[src/rtl/quad_pkg.sv]
// Shared phase-state constants and the quadrature transition decoder
// used by the position counter.
package quad_pkg;

  localparam logic [1:0] ST_00 = 2'b00;
  localparam logic [1:0] ST_01 = 2'b01;
  localparam logic [1:0] ST_10 = 2'b10;
  localparam logic [1:0] ST_11 = 2'b11;

  localparam logic DIR_UP = 1'b1;
  localparam logic DIR_DN = 1'b0;

  typedef enum logic [1:0] {NONE, UP, DOWN, ILLEGAL} dec_t;

  // Phase state is {A, B}; A leading B counts up.
  function automatic dec_t decode(input logic [1:0] prev, input logic [1:0] cur);
    dec_t res;
    res = NONE;
    if (prev == cur) begin
      res = NONE;
    end else if ((prev ^ cur) == 2'b11) begin
      res = ILLEGAL;
    end else begin
      unique case (prev)
        ST_00:   res = (cur == ST_10) ? UP : DOWN;
        ST_10:   res = (cur == ST_11) ? UP : DOWN;
        ST_11:   res = (cur == ST_01) ? UP : DOWN;
        default: res = (cur == ST_00) ? UP : DOWN;
      endcase
    end
    return res;
  endfunction

endpackage

[src/rtl/sync_ff.sv]
// Multi-flop synchronizer for one asynchronous bit, synchronously
// cleared so the decoder starts from a known 00 phase state.
module sync_ff #(
  parameter int STAGES = 2
) (
  input  logic clock,
  input  logic rst,
  input  logic d,
  output logic q
);

  logic [STAGES-1:0] chain;

  always_ff @(posedge clock) begin
    if (rst) begin
      chain <= '0;
    end else begin
      chain <= {chain[STAGES-2:0], d};
    end
  end

  assign q = chain[STAGES-1];

endmodule

[src/rtl/quad_decoder_counter.sv]
// Quadrature decoder feeding a loadable, wrapping up/down position counter
// with step/overflow/underflow pulses and a sticky illegal-transition flag.
module quad_decoder_counter
  import quad_pkg::*;
#(
  parameter int WIDTH       = 4,
  parameter int SYNC_STAGES = 2
) (
  input  logic             clock,
  input  logic             rst,
  input  logic             a_in,
  input  logic             b_in,
  input  logic             load,
  input  logic [WIDTH-1:0] din,
  input  logic             err_clr,
  output logic [WIDTH-1:0] dout,
  output logic             dir,
  output logic             step,
  output logic             ovf,
  output logic             unf,
  output logic             err
);

  localparam int PW = $clog2(SYNC_STAGES + 2);

  logic          a_sync;
  logic          b_sync;
  logic [1:0]    s;
  logic [1:0]    prev;
  logic [PW-1:0] prime_cnt;
  logic          primed;
  dec_t          res;

  sync_ff #(.STAGES(SYNC_STAGES)) u_sync_a (
    .clock (clock),
    .rst   (rst),
    .d     (a_in),
    .q     (a_sync)
  );

  sync_ff #(.STAGES(SYNC_STAGES)) u_sync_b (
    .clock (clock),
    .rst   (rst),
    .d     (b_in),
    .q     (b_sync)
  );

  assign s = {a_sync, b_sync};

  always_comb begin
    res = NONE;
    if (primed) res = decode(prev, s);
  end

  // Decoding stays off until the synchronizers have flushed levels held at reset.
  always_ff @(posedge clock) begin
    if (rst) begin
      prev      <= ST_00;
      prime_cnt <= '0;
      primed    <= 1'b0;
    end else begin
      prev <= s;
      if (!primed) begin
        if (prime_cnt == PW'(SYNC_STAGES)) primed <= 1'b1;
        else prime_cnt <= prime_cnt + PW'(1);
      end
    end
  end

  always_ff @(posedge clock) begin
    if (rst) begin
      dout <= '0;
      dir  <= DIR_DN;
      step <= 1'b0;
      ovf  <= 1'b0;
      unf  <= 1'b0;
    end else begin
      step <= 1'b0;
      ovf  <= 1'b0;
      unf  <= 1'b0;
      if (load) begin
        dout <= din;
      end else if (res == UP) begin
        dout <= dout + WIDTH'(1);
        dir  <= DIR_UP;
        step <= 1'b1;
        ovf  <= (dout == {WIDTH{1'b1}});
      end else if (res == DOWN) begin
        dout <= dout - WIDTH'(1);
        dir  <= DIR_DN;
        step <= 1'b1;
        unf  <= (dout == '0);
      end
    end
  end

  // A new illegal transition wins over a simultaneous clear.
  always_ff @(posedge clock) begin
    if (rst) begin
      err <= 1'b0;
    end else if (res == ILLEGAL) begin
      err <= 1'b1;
    end else if (err_clr) begin
      err <= 1'b0;
    end
  end

endmodule
[config.mk]
export PLATFORM = sky130hd
export DESIGN_NAME = quad_decoder_counter
export DESIGN_NICKNAME = d
export VERILOG_FILES = /design/src/rtl/quad_pkg.sv /design/src/rtl/sync_ff.sv /design/src/rtl/quad_decoder_counter.sv
export SDC_FILE = /design/constraint.sdc
export NUM_CORES = 1
export LEC_CHECK = 0
export CELL_PAD_IN_SITES_DETAIL_PLACEMENT = 0
export CELL_PAD_IN_SITES_GLOBAL_PLACEMENT = 2
export CORE_MARGIN = 4
export CORE_UTILIZATION = 29
export DETAILED_ROUTE_END_ITERATION = 16
export GPL_TIMING_DRIVEN = 0
export PLACE_DENSITY = 0.86
export SKIP_LAST_GASP = 1
export SYNTH_ARGS = -nofsm -noshare
export SYNTH_HDL_FRONTEND = slang
export SYNTH_HIERARCHICAL = 1
export SYNTH_SLANG_ARGS = --single-unit
[constraint.sdc]
create_clock -name clock -period 3.25 [get_ports clock]
set_clock_uncertainty 0.05 [all_clocks]
set_input_delay 0.975 -clock clock [delete_from_list [all_inputs] [get_ports clock]]
set_output_delay 0.975 -clock clock [all_outputs]
set_load 0.05 [all_outputs]
# Yosys cells after proc, flatten, opt, wreduce, memory -nomap -nowiden
# Cells that the tools add are included.
# word_totals
regBits,18
inputBits,10
out_inout_bits,9
wordCells,62
# classes
addsub,3
eq_ne,12
muxes,19
bitwise_logic,6
n_reduce_logical,11
# op_table
operator,n
$eq A2 B2 Y1 const B,8
$mux W2,7
$mux W4,3
$mux W1,8
$pmux W2 S3,1
$not A1 Y1,5
$add A4 B1 Y4 const B,1
$eq A2 B1 Y1 const B,2
$eq A4 B4 Y1 const B,1
$logic_not A2 Y1,2
$logic_not A4 Y1,1
$reduce_and A2 Y1,2
$reduce_bool A2 Y1,2
$reduce_or A4 Y1,1
$sub A4 B1 Y4 const B,1
$reduce_bool A3 Y1,1
$reduce_or A3 Y1,1
$add A2 B1 Y2 const B,1
$eq A2 B2 Y1,1
$reduce_or A2 Y1,1
$xor A2 B2 Y2,1

# Logic depth before layout (Yosys ltp)
# Gate-level depths: netlist (run 1).
# logic_depth
depth_word,10
depth_mapped,11
depth_no_buf,11

# Cells and area by module
# Netlist (run 1), hierarchy kept.
# by_module_without_submodules
mod,instances,cells_per_inst,area_per_inst_um2,seq_area_each_um2
quad_decoder_counter,1,81,745.7,280.3
sync_ff,2,4,52.6,40.0

# Least setup slack after synthesis (run 1)
# Ideal clock, no wire load.
# synth_path
kind,reg-to-reg
startpoint,register prev[0]
endpoint,register dout[3]
setup_time_ns,0.103
t_arrival_ns,2.395
required_time_ns,3.097
path_slack_ns,0.701
path_stages_with_launch,10
n_path_buf,0
period_less_slack_ns,2.549
path_cell_list,dfxtp_1 > mux2_2 > o211ai_1 > ha_1 > inv_1 > ha_1 > a211oi_2 > o211ai_2 > mux2i_1 > a2111oi_2
# synth_via
elab_chain_len,8
elab_cells_between_ends,15
cone_classes,eq/ne (6); mux (6); bitwise (1); reduce/logical (2)
# synth_lines
item,line_no,source
"start, declared",quad_decoder_counter.sv:29,logic [1:0] prev;
"start signal, assigned",quad_decoder_counter.sv:62,prev <= s;
$eq A2 B2 Y1 (tied with other cells),quad_pkg.sv:24,unique case (prev)
$pmux W2 S3 / $eq A2 B2 Y1 (equally long branches),"quad_pkg.sv:24, quad_pkg.sv:21",
$mux W2,quad_pkg.sv:21,end else if ((prev ^ cur) == 2'b11) begin
$mux W2 (*),quad_pkg.sv:19,if (prev == cur) begin
$mux W2 (*),quad_decoder_counter.sv:52,"if (primed) res = decode(prev, s);"
$eq A2 B1 Y1,quad_decoder_counter.sv:83,end else if (res == UP) begin
$mux W4,quad_decoder_counter.sv:83,
$mux W4,quad_decoder_counter.sv:81,if (load) begin
"end signal, assigned",quad_decoder_counter.sv:82,dout <= din;
"end signal, assigned",quad_decoder_counter.sv:84,dout <= dout + WIDTH'(1);
"end signal, assigned",quad_decoder_counter.sv:89,dout <= dout - WIDTH'(1);
"end, declared",quad_decoder_counter.sv:16,"output logic [WIDTH-1:0] dout,"
# Mark *: on every way between the ends. The rest lies on a longest branch, timed or not.
# A chain may end at the register's enable or synchronous reset.

# Worst setup path after layout (run 1)
# Same ends and word-level chain as after synthesis.

==> results of run 1 <==
## area by class of cell
class	instances	area share [%]
tap	31	3.55
timing repair buffer	18	16.5
sequential	18	33.0
buffer	2	0.802
inverter	6	2.06
multi-input combinational	63	42.0
clock buffer	3	2.06
## power groups by stage
stage | Clock, mW | Combinational, mW | Sequential (mW)
2_1_floorplan | 0 | 0.0854 | 0.281
3_3_place_gp | 0 | 0.135 | 0.266
3_5_place_dp | 0 | 0.138 | 0.268
4_1_cts | 0.116 | 0.140 | 0.262
5_1_grt | 0.124 | 0.155 | 0.266
6_report | 0.107 | 0.139 | 0.262
## flip-flops by register name, summed over array words and instances, names as in the netlist
register,cells
step,1
primed,1
u_sync_b/chain,2
prev,2
err,1
prime_cnt,2
unf,1
ovf,1
dir,1
dout,4
u_sync_a/chain,2
## worst max path at each step
stage	start	to	cells after the start
final	prev[0]$_SDFF_PP0_	dout[3]$_SDFFE_PP0P_	9
after global routing	prev[0]$_SDFF_PP0_	dout[3]$_SDFFE_PP0P_	9
after CTS	prev[0]$_SDFF_PP0_	dout[3]$_SDFFE_PP0P_	9
after detailed placement	prev[0]$_SDFF_PP0_	dout[3]$_SDFFE_PP0P_	9
after global placement	prev[0]$_SDFF_PP0_	dout[3]$_SDFFE_PP0P_	9
after floorplan	prev[0]$_SDFF_PP0_	dout[3]$_SDFFE_PP0P_	9
## cell families after synthesis
kind of cell,synth area share [%]
compound gates,14.0
xor+xnor,3.09
buf+inv,3.68
fa+ha+maj,11.2
mux,7.35
simple gates,18.4
flops,42.4
## stage by stage
stage | power, mW | hold WS, ns | std cells | utilization, %
4_1_cts | 0.518 | 0.410 | 141 | 39.3
5_1_grt | 0.544 | 0.421 | 141 | 39.3
6_report | 0.507 | 0.404 | 141 | 39.3
2_1_floorplan | 0.366 | 0.364 | 89 | -
3_5_place_dp | 0.406 | 0.384 | 138 | 38.5
3_3_place_gp | 0.402 | 0.374 | 138 | 38.5
## worst max-delay path, stage by stage, from the launching register on
cell and delay, ns:
dfxtp_1 0.41, mux2_2 0.36, o211ai_1 0.21, ha_1 0.30, inv_1 0.16, ha_1 0.31
a211oi_2 0.31, o211ai_2 0.13, mux2i_1 0.14, a2111oi_2 0.32
## metal layers
layer  up-vias  track usage [%]  part of all wire (%)
met5         -                0                     0
met4         0             4.07                   1.1
met3         2             2.70                   5.3
met2        10             13.3                    47
met1       299             10.7                    46
li1        350                -                     -
## cell usage after synthesis
library cell | n | share of area, %
a2111oi_2 | 1 | 1.8
a211oi_1 | 1 | 0.88
a211oi_2 | 1 | 1.5
a21oi_1 | 2 | 1.2
and4b_2 | 1 | 1.3
buf_2 | 1 | 0.59
clkbuf_1 | 1 | 0.44
dfxtp_1 | 18 | 42
fa_1 | 1 | 2.4
ha_1 | 6 | 8.8
inv_1 | 6 | 2.6
mux2_2 | 2 | 2.6
mux2i_1 | 4 | 4.7
nand2_1 | 2 | 0.88
nand2b_1 | 2 | 1.5
nand3_1 | 2 | 1.2
nor2_1 | 15 | 6.6
nor2b_1 | 5 | 3.7
nor3_1 | 3 | 1.8
nor4_1 | 1 | 0.74
o211a_1 | 1 | 1.2
o211ai_1 | 3 | 2.6
o211ai_2 | 1 | 1.5
o21ai_0 | 4 | 2.4
o31a_1 | 1 | 1.0
or3_1 | 1 | 0.74
xnor2_1 | 2 | 2.1
xor2_1 | 1 | 1.0
==> metrics, run 1 <==
sequential fraction of design power=51.6%; Slew headroom=about two thirds; Setup CP Type=reg -> reg; Max Root-Sink Buffers=2; CTS tree=built; leak pwr=0.439 nW; number of buffers created by CTS=3; P_int=350 uW; initial antenna violation count=0; CTS Sinks=18; # diodes=0; Worst-path clk slew=0.10 ns; final instance area=between 1000 and 1500 um2; syn_area_per_cell=9.56 um2; final setup violation count=0; Slew Viols, Final=0; total number of vias=661; Sw Pwr=157 uW; clock network power share=a little over a fifth; minimum clock period=2.79 ns; Die Y-Extent=approximately 62 um; FF-to-FF End=dout[3]$_SDFFE_PP0P_; Routed WL per cell=10.9 um; status=finished clean; die area=roughly 3900 um2; worst r2r path cells=9; largest net degree at the start of global routing=11; FF/Latch Area=360 um2; Residual DRC=0; fmax=358 MHz; Mapped Area=~850 um2; Data required, critical path=3.39 ns; FF-to-FF Start=prev[0]$_SDFF_PP0_; Final ANT Viol Nets=0; Worst-Margin Slew=0.494 ns; total congestion overflow=0; first-pass GRT wire length=2.70 mm; Iter 0 DRT Violations=13; CP endpoint kind=register; register bit count reported by yosys=18; final worst setup slack=0.457 ns; Port Buffers=18; unique cell type count in the Yosys netlist=28; vias in the first global route=approximately 620; Layout area overhead=28.4%; synth warn=6; Setup crit start kind=register; worst hold path depth=1; nets@finish=~130; Power Density=about 460 nW/um2; # resized after CTS=0; Root Buffer=clkbuf_4; core area=2780 um2; Worst R2R Setup Slack=0.46 ns; cell count after synthesis=89; Comb pwr share=27.3%; crit share post-route=a little under nine tenths; DPL Wire Length=1.21 mm; hold endpoint=u_sync_b/chain[1]$_SDFF_PP0_; hold-fix buffers at CTS=0; commonest non-fill, non-tap cells in the layout=dfxtp_1, clkdlybuf4s50_1, nor2_1; CP Max Fanout=6; layout cell share with drive strength beyond 1=9.09%; Routed WL=1.54 mm; sequential area share after synthesis=42.4%; syn nets=106; unrepaired setup endpoints after global routing=false; H-tree levels=1; hold crit path type=reg -> reg; Starting Density=30.6%; Multi-input gate area=459 um2; GRT Overall Usage=8.60%; # fillers=279; Clk Latency, worst-skew pair=0.28 ns; final hold viol count=0; Sw Share=a little under a third; maximum vdd drop=0.206 mV; placed cell area=1070 um2; maxcap violations=0; Top-Level Pins=19; die width=about 62 um; routability cong.=0.688; Setup Fix Bufs, Post-CTS=0; vias per cell=between 4 and 5; WP data arrival=2.94 ns; hold_sp=u_sync_b/chain[0]$_SDFF_PP0_; drt first pass iters=3; setup slack at placement=between 0.4 and 0.5 ns; setup tns final=0 ns; FP Rows=19
Power figures use the tool's default switching activity.
==> run 2: changes to the inputs <==
--- a/config.mk
+++ b/config.mk
@@ -9,6 +9,7 @@
 export CELL_PAD_IN_SITES_GLOBAL_PLACEMENT = 2
 export CORE_MARGIN = 4
 export CORE_UTILIZATION = 29
+export CTS_CLUSTER_DIAMETER = 120
 export DETAILED_ROUTE_END_ITERATION = 16
 export GPL_TIMING_DRIVEN = 0
 export PLACE_DENSITY = 0.86
==> results of run 2 <==
Same layout as run 1: the final DEF is identical, and so are final timing and power.
==> run 3: changes to the inputs <==
--- a/config.mk
+++ b/config.mk
@@ -7,7 +7,7 @@
 export LEC_CHECK = 0
 export CELL_PAD_IN_SITES_DETAIL_PLACEMENT = 0
 export CELL_PAD_IN_SITES_GLOBAL_PLACEMENT = 2
-export CORE_MARGIN = 4
+export CORE_MARGIN = 8
 export CORE_UTILIZATION = 29
 export CTS_CLUSTER_DIAMETER = 120
 export DETAILED_ROUTE_END_ITERATION = 16
==> metrics, run 3 (synthesis gave the netlist of run 1 again) <==
status=finished clean; number of buffers created by CTS=3; leak pwr=0.446 nW; Sw Share=31.3%; worst r2r path cells=9; Port Buffers=18; Data required, critical path=3.41 ns; GRT Overall Usage=~7.4%; Top-Level Pins=19; Clk Latency, worst-skew pair=0.30 ns; Power Density=496 nW/um2; WP data arrival=2.94 ns; hold-fix buffers at CTS=0; FP Rows=19; commonest non-fill, non-tap cells in the layout=dfxtp_1, clkdlybuf4s50_1, nor2_1; hold crit path type=reg -> reg; Iter 0 DRT Violations=23; clock network power share=26.3%; Setup Fix Bufs, Post-CTS=0; drt first pass iters=4; CTS tree=built; Biggest register=dout; total congestion overflow=0; max FFs per register=4; largest net degree at the start of global routing=11; setup tns final=0 ns; Die Y-Extent=70.2 um; CP Max Fanout=6; CTS Sinks=18; layout cell share with drive strength beyond 1=9.91%; total number of vias=671; final instance area=1110 um2; Final ANT Viol Nets=0; setup slack at placement=about 0.46 ns; Sw Pwr=172 uW; Routed WL per cell=about 12 um; Slew headroom=roughly two thirds; Setup crit start kind=register; die width=70.2 um; sequential fraction of design power=around 48%; H-tree levels=1; unrepaired setup endpoints after global routing=false; CP endpoint kind=register; placed cell area=around 1100 um2; final hold viol count=0; final setup violation count=0; initial antenna violation count=0; DPL Wire Length=between 1 and 1.5 mm; Residual DRC=0; die area=4920 um2; Slew Viols, Final=0; Setup CP Type=reg -> reg; core area=2780 um2; maximum vdd drop=0.245 mV; first-pass GRT wire length=2.99 mm; crit share post-route=85.5%; routability cong.=0.762; Worst R2R Setup Slack=0.47 ns; nets@finish=129; # resized after CTS=0; Root Buffer=clkbuf_4; Max Root-Sink Buffers=2; P_int=377 uW; vias per cell=4.73; maxcap violations=0; Comb pwr share=25.7%; final worst setup slack=approximately 0.47 ns; Worst-Margin Slew=0.499 ns; Worst-path clk slew=around 0.12 ns; Util after Layout=about two fifths; Layout area overhead=30.0%; # diodes=0; fmax=around 360 MHz; Routed WL=1.71 mm; vias in the first global route=roughly 670; worst hold path depth=1; minimum clock period=2.78 ns; Starting Density=a little over 30%
-- run 3: per-layer routing --
layer | wire length, um | up-vias | GRT usage [%]
met2 | 773 | 14 | 11.1
met5 | 0 | - | 0
met3 | 80 | 5 | 2.40
met1 | 807 | 299 | 8.78
li1 | - | 353 | -
met4 | 50 | 0 | 5.36
-- run 3: per-stage QoR --
step           power [mW]  std cells  hold WS [ns]
2_1_floorplan       0.366         89         0.364
3_3_place_gp        0.403        138         0.374
3_5_place_dp        0.409        138         0.377
4_1_cts             0.556        142         0.403
5_1_grt             0.580        142         0.414
6_report            0.549        142         0.397
-- run 3: cell type report --
class | count | area, um2
Buffer | 2 | 8.76
Timing Repair Buffer | 18 | 180
Inverter | 6 | 22.5
Clock buffer | 4 | 36.3
Tap cell | 31 | 38.8
Fill cell | 282 | 1680
Multi-Input combinational cell | 63 | 459
Sequential cell | 18 | 360
-- run 3: final timing paths --
kind                                      from                            to
setup reg to reg            prev[0]$_SDFF_PP0_          dout[3]$_SDFFE_PP0P_
hold / removal    u_sync_a/chain[0]$_SDFF_PP0_  u_sync_a/chain[1]$_SDFF_PP0_
hold reg to reg   u_sync_a/chain[0]$_SDFF_PP0_  u_sync_a/chain[1]$_SDFF_PP0_
setup / recovery            prev[0]$_SDFF_PP0_          dout[3]$_SDFFE_PP0P_
-- run 3: power groups by stage --
stage | sequential, mW | combinational (mW) | clock [mW]
floorplan | 0.281 | 0.0854 | 0
global placement | 0.267 | 0.136 | 0
CTS | 0.263 | 0.142 | 0.151
global route | 0.266 | 0.157 | 0.157
finish | 0.263 | 0.141 | 0.145
detailed placement | 0.268 | 0.141 | 0
-- run 3: worst max-delay path, cell delays in order, from the launching register on --
cell	delay (ns)
dfxtp_1	0.42
mux2_2	0.35
o211ai_1	0.21
ha_1	0.30
inv_1	0.15
ha_1	0.32
a211oi_2	0.31
o211ai_2	0.13
mux2i_1	0.14
a2111oi_2	0.32
